--- src/rtl/dvi_timing_gen.sv ---
// Parametrised raster timing and test-pattern source. The pixel rate is a clock-enable
// strobe from an integer divider; all video outputs register on that strobe.
module dvi_timing_gen #(
  parameter int CLK_DIV  = 3,
  parameter int H_ACTIVE = 1024,
  parameter int H_FP     = 24,
  parameter int H_SYNC   = 136,
  parameter int H_BP     = 160,
  parameter int V_ACTIVE = 768,
  parameter int V_FP     = 3,
  parameter int V_SYNC   = 6,
  parameter int V_BP     = 29,
  parameter bit HS_POL   = 1'b0,
  parameter bit VS_POL   = 1'b0,
  parameter int CNT_W    = 12,
  parameter int CHK_LOG2 = 4
) (
  input  logic             clk,
  input  logic             rst,
  input  logic             en,
  input  logic [1:0]       mode,
  input  logic [23:0]      solid_rgb,
  output logic             pix_ce,
  output logic [23:0]      rgb,
  output logic             rgb_de,
  output logic             hsync,
  output logic             vsync,
  output logic             sof,
  output logic [CNT_W-1:0] h_pos,
  output logic [CNT_W-1:0] v_pos
);
  localparam int H_TOTAL = H_ACTIVE + H_FP + H_SYNC + H_BP;
  localparam int V_TOTAL = V_ACTIVE + V_FP + V_SYNC + V_BP;
  localparam int DIV_W   = (CLK_DIV > 1) ? $clog2(CLK_DIV) : 1;

  localparam logic [DIV_W-1:0] DIV_LAST = DIV_W'(CLK_DIV - 1);
  localparam logic [CNT_W-1:0] H_LAST   = CNT_W'(H_TOTAL - 1);
  localparam logic [CNT_W-1:0] V_LAST   = CNT_W'(V_TOTAL - 1);
  localparam logic [CNT_W-1:0] H_ACT    = CNT_W'(H_ACTIVE);
  localparam logic [CNT_W-1:0] V_ACT    = CNT_W'(V_ACTIVE);
  localparam logic [CNT_W-1:0] HS_BEG   = CNT_W'(H_ACTIVE + H_FP);
  localparam logic [CNT_W-1:0] HS_END   = CNT_W'(H_ACTIVE + H_FP + H_SYNC);
  localparam logic [CNT_W-1:0] VS_BEG   = CNT_W'(V_ACTIVE + V_FP);
  localparam logic [CNT_W-1:0] VS_END   = CNT_W'(V_ACTIVE + V_FP + V_SYNC);
  localparam logic [CNT_W-1:0] BAR_LAST = CNT_W'(H_ACTIVE / 8 - 1);

  logic [DIV_W-1:0] div_cnt;
  logic             tick;
  logic [CNT_W-1:0] h, v, bar_cnt;
  logic [2:0]       bar_idx;
  logic [1:0]       mode_q, cur_mode;
  logic             de_c;
  logic [7:0]       ramp;
  logic [23:0]      bar_rgb, pat;

  assign tick = (div_cnt == DIV_LAST);
  assign ramp = 8'(h);

  always_comb begin
    // The origin pixel already uses the newly sampled mode.
    cur_mode = (h == '0 && v == '0) ? mode : mode_q;
    de_c     = (h < H_ACT) && (v < V_ACT);
    bar_rgb  = 24'h000000;
    case (bar_idx)
      3'd0: bar_rgb = 24'hFFFFFF;
      3'd1: bar_rgb = 24'hFFFF00;
      3'd2: bar_rgb = 24'h00FFFF;
      3'd3: bar_rgb = 24'h00FF00;
      3'd4: bar_rgb = 24'hFF00FF;
      3'd5: bar_rgb = 24'hFF0000;
      3'd6: bar_rgb = 24'h0000FF;
      default: bar_rgb = 24'h000000;
    endcase
    pat = 24'h000000;
    case (cur_mode)
      2'd0:    pat = solid_rgb;
      2'd1:    pat = bar_rgb;
      2'd2:    pat = {3{ramp}};
      default: pat = (h[CHK_LOG2] ^ v[CHK_LOG2]) ? 24'hFFFFFF : 24'h000000;
    endcase
  end

  always_ff @(posedge clk) begin
    if (rst || !en) begin
      div_cnt <= '0;
      pix_ce  <= 1'b0;
      h       <= '0;
      v       <= '0;
      bar_cnt <= '0;
      bar_idx <= '0;
      rgb     <= '0;
      rgb_de  <= 1'b0;
      hsync   <= ~HS_POL;
      vsync   <= ~VS_POL;
      sof     <= 1'b0;
      h_pos   <= '0;
      v_pos   <= '0;
      if (rst) mode_q <= 2'd0;
    end else begin
      div_cnt <= tick ? '0 : div_cnt + 1'b1;
      pix_ce  <= tick;
      if (tick) begin
        rgb    <= de_c ? pat : 24'h000000;
        rgb_de <= de_c;
        hsync  <= (h >= HS_BEG && h < HS_END) ? HS_POL : ~HS_POL;
        vsync  <= (v >= VS_BEG && v < VS_END) ? VS_POL : ~VS_POL;
        sof    <= (h == '0) && (v == '0);
        h_pos  <= h;
        v_pos  <= v;
        mode_q <= cur_mode;
        if (h == H_LAST) begin
          h       <= '0;
          v       <= (v == V_LAST) ? '0 : v + 1'b1;
          bar_cnt <= '0;
          bar_idx <= '0;
        end else begin
          h <= h + 1'b1;
          // Bar 7 never advances, so it absorbs any remainder of H_ACTIVE/8.
          if (bar_idx != 3'd7) begin
            if (bar_cnt == BAR_LAST) begin
              bar_cnt <= '0;
              bar_idx <= bar_idx + 1'b1;
            end else begin
              bar_cnt <= bar_cnt + 1'b1;
            end
          end
        end
      end
    end
  end
endmodule
--- config.mk ---
export PLATFORM = sky130hd
export DESIGN_NAME = dvi_timing_gen
export DESIGN_NICKNAME = d
export VERILOG_FILES = /design/src/rtl/dvi_timing_gen.sv
export SDC_FILE = /design/constraint.sdc
export NUM_CORES = 1
export LEC_CHECK = 0
export CAP_MARGIN = 20
export CORE_ASPECT_RATIO = 1.25
export CORE_MARGIN = 5
export CORE_UTILIZATION = 40
export DETAILED_ROUTE_END_ITERATION = 10
export RECOVER_POWER = 25
export SLEW_MARGIN = 20
export SYNTH_ARGS = -nofsm -noshare
export SYNTH_HDL_FRONTEND = slang
export SYNTH_SLANG_ARGS = --single-unit
--- constraint.sdc ---
create_clock -name clk -period 6.1 [get_ports clk]
set_clock_uncertainty 0.15 [all_clocks]
set_input_delay 0.61 -clock clk [delete_from_list [all_inputs] [get_ports clk]]
set_output_delay 0.61 -clock clk [all_outputs]
set_load 0.05 [all_outputs]
# Yosys cells after proc, flatten, opt, wreduce, memory -nomap -nowiden
# Index checks and enable logic that the tools add are counted.
op_classes:
  n_reduce_logical: 18
  order_cmp: 6
  muxes: 18
  n_bitwise: 1
  eq_ne: 14
  n_addsub: 5
op_table:
  columns: ["cell", "n"]
  rows:
  - ["one-hot mux 24 bit (7 select lines)", 1]
  - ["one-hot mux 24 bit (3 select lines)", 1]
  - ["2-to-1 mux 12 bit", 5]
  - ["2-to-1 mux 24 bit", 2]
  - ["adder 12 x 1 -> 12 bit, second input constant", 3]
  - ["zero test 12 bit", 2]
  - ["< comparator 12 x 10 -> 1 bit, second input constant", 2]
  - ["< comparator 12 x 11 -> 1 bit, second input constant", 2]
  - ["== test 12 x 10 -> 1 bit, second input constant", 1]
  - ["== test 12 x 11 -> 1 bit, second input constant", 1]
  - ["== test 12 x 7 -> 1 bit, second input constant", 1]
  - ["greater-or-equal comparator 12 x 10 -> 1 bit, second input constant", 1]
  - ["greater-or-equal comparator 12 x 11 -> 1 bit, second input constant", 1]
  - ["== test 3 bit, second input constant", 3]
  - ["2-to-1 mux 3 bit", 3]
  - ["2-to-1 mux 2 bit", 4]
  - ["== test 3 x 2 -> 1 bit, second input constant", 2]
  - ["AND reduction 2 bit", 3]
  - ["nonzero test 2 bit", 3]
  - ["== test 2 bit, second input constant", 2]
  - ["logical AND 1 bit", 4]
  - ["adder 3 x 1 -> 3 bit, second input constant", 1]
  - ["== test 3 x 1 -> 1 bit, second input constant", 1]
  - ["zero test 3 bit", 1]
  - ["other kinds (11)", 12]
word_totals:
  inputBits: 29
  register_bits: 96

# Logic depth before layout (Yosys ltp)
logic_depth:
  depth_word: 6
  mapped_depth: 11
  depth_no_buf: 8

# Worst setup path after synthesis
# Ideal clock, no wire load.
synth_path:
  path_kind: "reg-to-reg"
  start: "register v[2]"
  end: "register rgb[10]"
  arrival_ns: 2.195
  path_buffers: 2
  synth_period_minus_slack_ns: 2.473
  setup_slack_ns: 3.627
  stages_incl_launch_ff: 9
  t_required_ns: 5.822
  path_cell_list: "dfxtp_1 -> clkbuf_1 -> nor4_1 -> nand4_1 -> nor2_4 -> mux2_2 -> o21ai_1 -> clkbuf_1 -> o21ai_0"
synth_via:
  elab_chain_len: 6
  elab_cells_between_ends: 10
  classes_between: "order compare (1); eq/ne (2); mux (3); reduce/logical (4)"
synth_lines:
  columns: ["element", "line", "text"]
  rows:
  - ["start, declared", "49", "logic [CNT_W-1:0] h, v, bar_cnt;"]
  - ["start signal, assigned", "113", "v <= (v == V_LAST) ? '0 : v + 1'b1;"]
  - ["zero test 12 bit", "61", "cur_mode = (h == '0 && v == '0) ? mode : mode_q;"]
  - ["logical AND 1 bit", "61", null]
  - ["2-to-1 mux 2 bit", "61", null]
  - ["== test 2 bit, or another cell as far along", "75", "case (cur_mode)"]
  - ["one-hot mux 24 bit (3 select lines)", "75", null]
  - ["2-to-1 mux 24 bit (*)", "103", "rgb <= de_c ? pat : 24'h000000;"]
  - ["end signal, assigned", "103", null]
  - ["end, declared", "24", "output logic [23:0] rgb,"]
# Mark *: on every way between the ends. The rest lies on a longest branch, timed or not.
# A chain may end at the register's enable or synchronous reset.

# Worst setup path in the final report
layout_path:
  start: "input port rst"
  end: "register v[8]"
layout_via:
  elab_chain_len: 1
layout_lines:
  columns: ["element", "line", "text"]
  rows:
  - ["start, declared", "19", "input logic rst,"]
  - ["logical OR 1 bit", "84", "if (rst || !en) begin"]
# No other way between the ends.

==> impl_metrics.yaml <==
die:
  fp.coreArea_mm2: 0.0107
  std_cell_rows: 42
  die_w_um: 104
  io_pins: 82
  floorplan.initialDensity_pct: 41.1
  fp.dieArea_mm2: 0.0132
  dieHeight_um: 127
placed_design:
  numPortBuffers: 81
  place_hpwl_mm: 8.75
  gp_congestion: 0.824
  cell_count_post_placement: 701
sta:
  maximum_clock_rate_mhz: 273
  unrepaired_setup_endpoints_after_global_routing: "false"
  period_minus_slack_ns: 3.66
  slew_violations: 65
  tns_ns: 0
  tightest_slew_ns: 1.95
  number_of_setup_violations_in_the_final_report: 0
  timing.final.hold_violations: 0
  maxSlewHeadroom_pct: -29.8
  hold_ws_ns: 0.279
  fin_crit_sh_pct: 60.1
clock_tree:
  cts_hold_repair.buffers: 0
  clkSinkCount: 96
  tritoncts: "built"
  clock_latency_ns: 0.34
  resized_gates_after_cts: 0
  cts_buffers: 9
  clock_tree.htree_level_count: 3
  cts_root_buf: "clkbuf_16"
  ctsLongestPathBuffers: 2
  worst_setup_hold_path_clk_slew_ns: 0.06
  post-cts-setup-buffers: 0
route:
  via_count: 3756
  detailedRoute.firstPassIterationCount: 4
  routedWlPerCell_um: 16.4
  detail_route.wirelength_mm: 11.7
  detail-route-antenna-nets: 0
  drcViolationCount: 0
  detail_route.iter0.violations: 167
  drt-vias-per-instance: 5.25
setup_path:
  critical_path.endpoint_type: "flip-flop"
  critical_path_class: "in2reg"
  cp_data_required_time_ns: 6.15
  critPathLaunchType: "primary input"
  worst-path-max-fanout: 39
  critPathArrivalTime_ns: 3.72
layout:
  final_net_count: 623
  n_antenna_cell: 0
  post_layout_nonfiller_instances: 716
  most_frequent_standard_cell_in_the_layout_excluding_fill_and_tap_cells: "dfxtp_1"
  syn2layout_area_growth_pct: 27.3
  layout-drive-gt1-share_pct: 4.62
  final_cell_mix: "dfxtp_1 (94), nor2_1 (85), clkdlybuf4s50_1 (78)"
yosys:
  post-synth-top-area-cell: "dfxtp_1"
  syn-instance-count: 504
  number_of_enable_type_register_cells_in_the_synthesized_netlist: 2
  yosysWarnings: 0
  synth_top_area_share_pct: 42.9
  postSynthNetCount: 547
  synth_sequential_area_ratio_pct: 44.3
  post_synth_num_cell_types: 54
  synth.area.top_cells: "dfxtp_1 (43%), nor2_1 (7.3%), mux2i_1 (6.9%), nand2_1 (4.5%), ha_1 (4.0%)"
  postSynthRegisterBits: 96
  synth-main-ff-cell: "dfxtp_1"
  synth-compound-area-share_pct: 12.1
  main_combinational_cell_family_by_area_after_synthesis: "simple AND/OR/NAND/NOR gates"
  ys_async_sr_fraction_pct: 0
  yosys.area_share.xor_xnor_pct: 6.00
  post_synth_and_or_nand_nor_area_fraction_pct: 22.8
  synth_mux_area_share_pct: 7.37
  synth.cell_area_mm2: 0.00438
  syn_avg_cell_area_um2: 8.69
  synth-adder-area-share_pct: 4.00
run_status:
  violated_checks: "capacitance limit, slew limit"
  outcome: "complete, but fails checks"
global_route:
  grt_pass1_wl_mm: 19.5
  globalRouteOverflowTotal: 0
  first_global_vias: 3779
  pin_count_of_the_biggest_net_entering_global_routing: 40
  gr-usage-all-layers_pct: 18.1
  antenna_found_initial: 0
run:
  max-cap-violations: 2
power:
  cellPowerDensity_mw_per_mm2: 223
  p_leak_nw: 1.98
  max-vdd-ir-drop_mv: 0.127
min_path:
  min_path_type: "reg2reg"
==> Yosys cell counts (all sizes together), types with 4 or more instances <==
| library cell | number |
|---|---|
| a211oi | 18 |
| o21ai | 36 |
| and3 | 4 |
| clkbuf | 11 |
| dfxtp | 94 |
| a221oi | 6 |
| xor2 | 15 |
| nor3 | 15 |
| xnor2 | 15 |
| nand3 | 13 |
| and2 | 9 |
| mux2i | 30 |
| nor4 | 4 |
| buf | 9 |
| nand2 | 52 |
| a21oi | 12 |
| nand4 | 7 |
| nor2 | 86 |
| ha | 14 |
| inv | 16 |
==> critical path: stages <==
cell	delay (ns)
dlygate4sd3_1	0.58
nand2b_1	0.14
clkbuf_1	1.40
nor2_1	0.22
nor2_1	0.64
nor2_1	0.11
==> worst paths after layout <==
kind                         startpoint  slack [ns]  cells past startpoint                    end
setup / recovery                    rst        2.44                      6      v[8]$_SDFFE_PP0P_
hold / removal    div_cnt[0]$_SDFF_PP0_        0.28                      1  div_cnt[0]$_SDFF_PP0_
setup reg to reg  div_cnt[0]$_SDFF_PP0_        2.94                      7   rgb[22]$_SDFFE_PP0P_
hold reg to reg   div_cnt[0]$_SDFF_PP0_        0.28                      1  div_cnt[0]$_SDFF_PP0_
==> state kept, by name, summed over array words and instances, names as in the netlist <==
name / count
div_cnt: 2
rgb_de: 1
mode_q: 2
h: 12
v: 12
bar_idx: 3
bar_cnt: 12
sof: 1
h_pos: 12
pix_ce: 1
vsync: 1
v_pos: 12
rgb: 24
hsync: 1
==> routing by layer <==
layer	vias to the layer above	GRT usage [%]	part of all wire, %	routed length, um
li1	1897	-	-	-
met1	1755	22.5	45	5280
met2	92	30.8	49	5750
met3	12	4.59	5.0	582
met4	0	5.41	0.91	107
met5	-	0	0	0
==> power by group <==
group,switching [mW],internal [mW]
Combinational,0.0431,0.0333
Clock,0.227,0.308
Sequential,0.00267,0.632
Total,0.273,0.973
==> layout make-up <==
cell class / instances / area (um^2)
flip-flops and latches: 96 / 1940
inverters: 17 / 63.8
clock inverters: 3 / 15.0
fillers: 1040 / 5090
well taps: 132 / 165
multi-input cells: 371 / 2290
clock buffers: 12 / 268
repair buffers: 85 / 833
==> cells by family (layout without fill, tap and decap cells) <==
group	count (synthesis)	count (layout)
muxes	32	32
adders and majority gates	14	14
buffers and inverters	37	117
xor gates and xnor gates	30	30
DFF	96	96
AOI/OAI and AO/OA	84	84
and+or+nand+nor	211	211
==> per-stage QoR <==
stage          utilization (%)  cell area (um^2)  total power, mW  setup slack (ns)
2_1_floorplan                -              4380            0.690              3.63
3_3_place_gp              49.7              5300            0.725              2.89
3_5_place_dp              49.7              5310            0.726              3.18
4_1_cts                   52.4              5590             1.27              3.17
5_1_grt                   52.3              5580             1.30              2.09
6_report                  52.3              5580             1.25              2.44
Note: power is estimated with default switching activity, not from simulation.
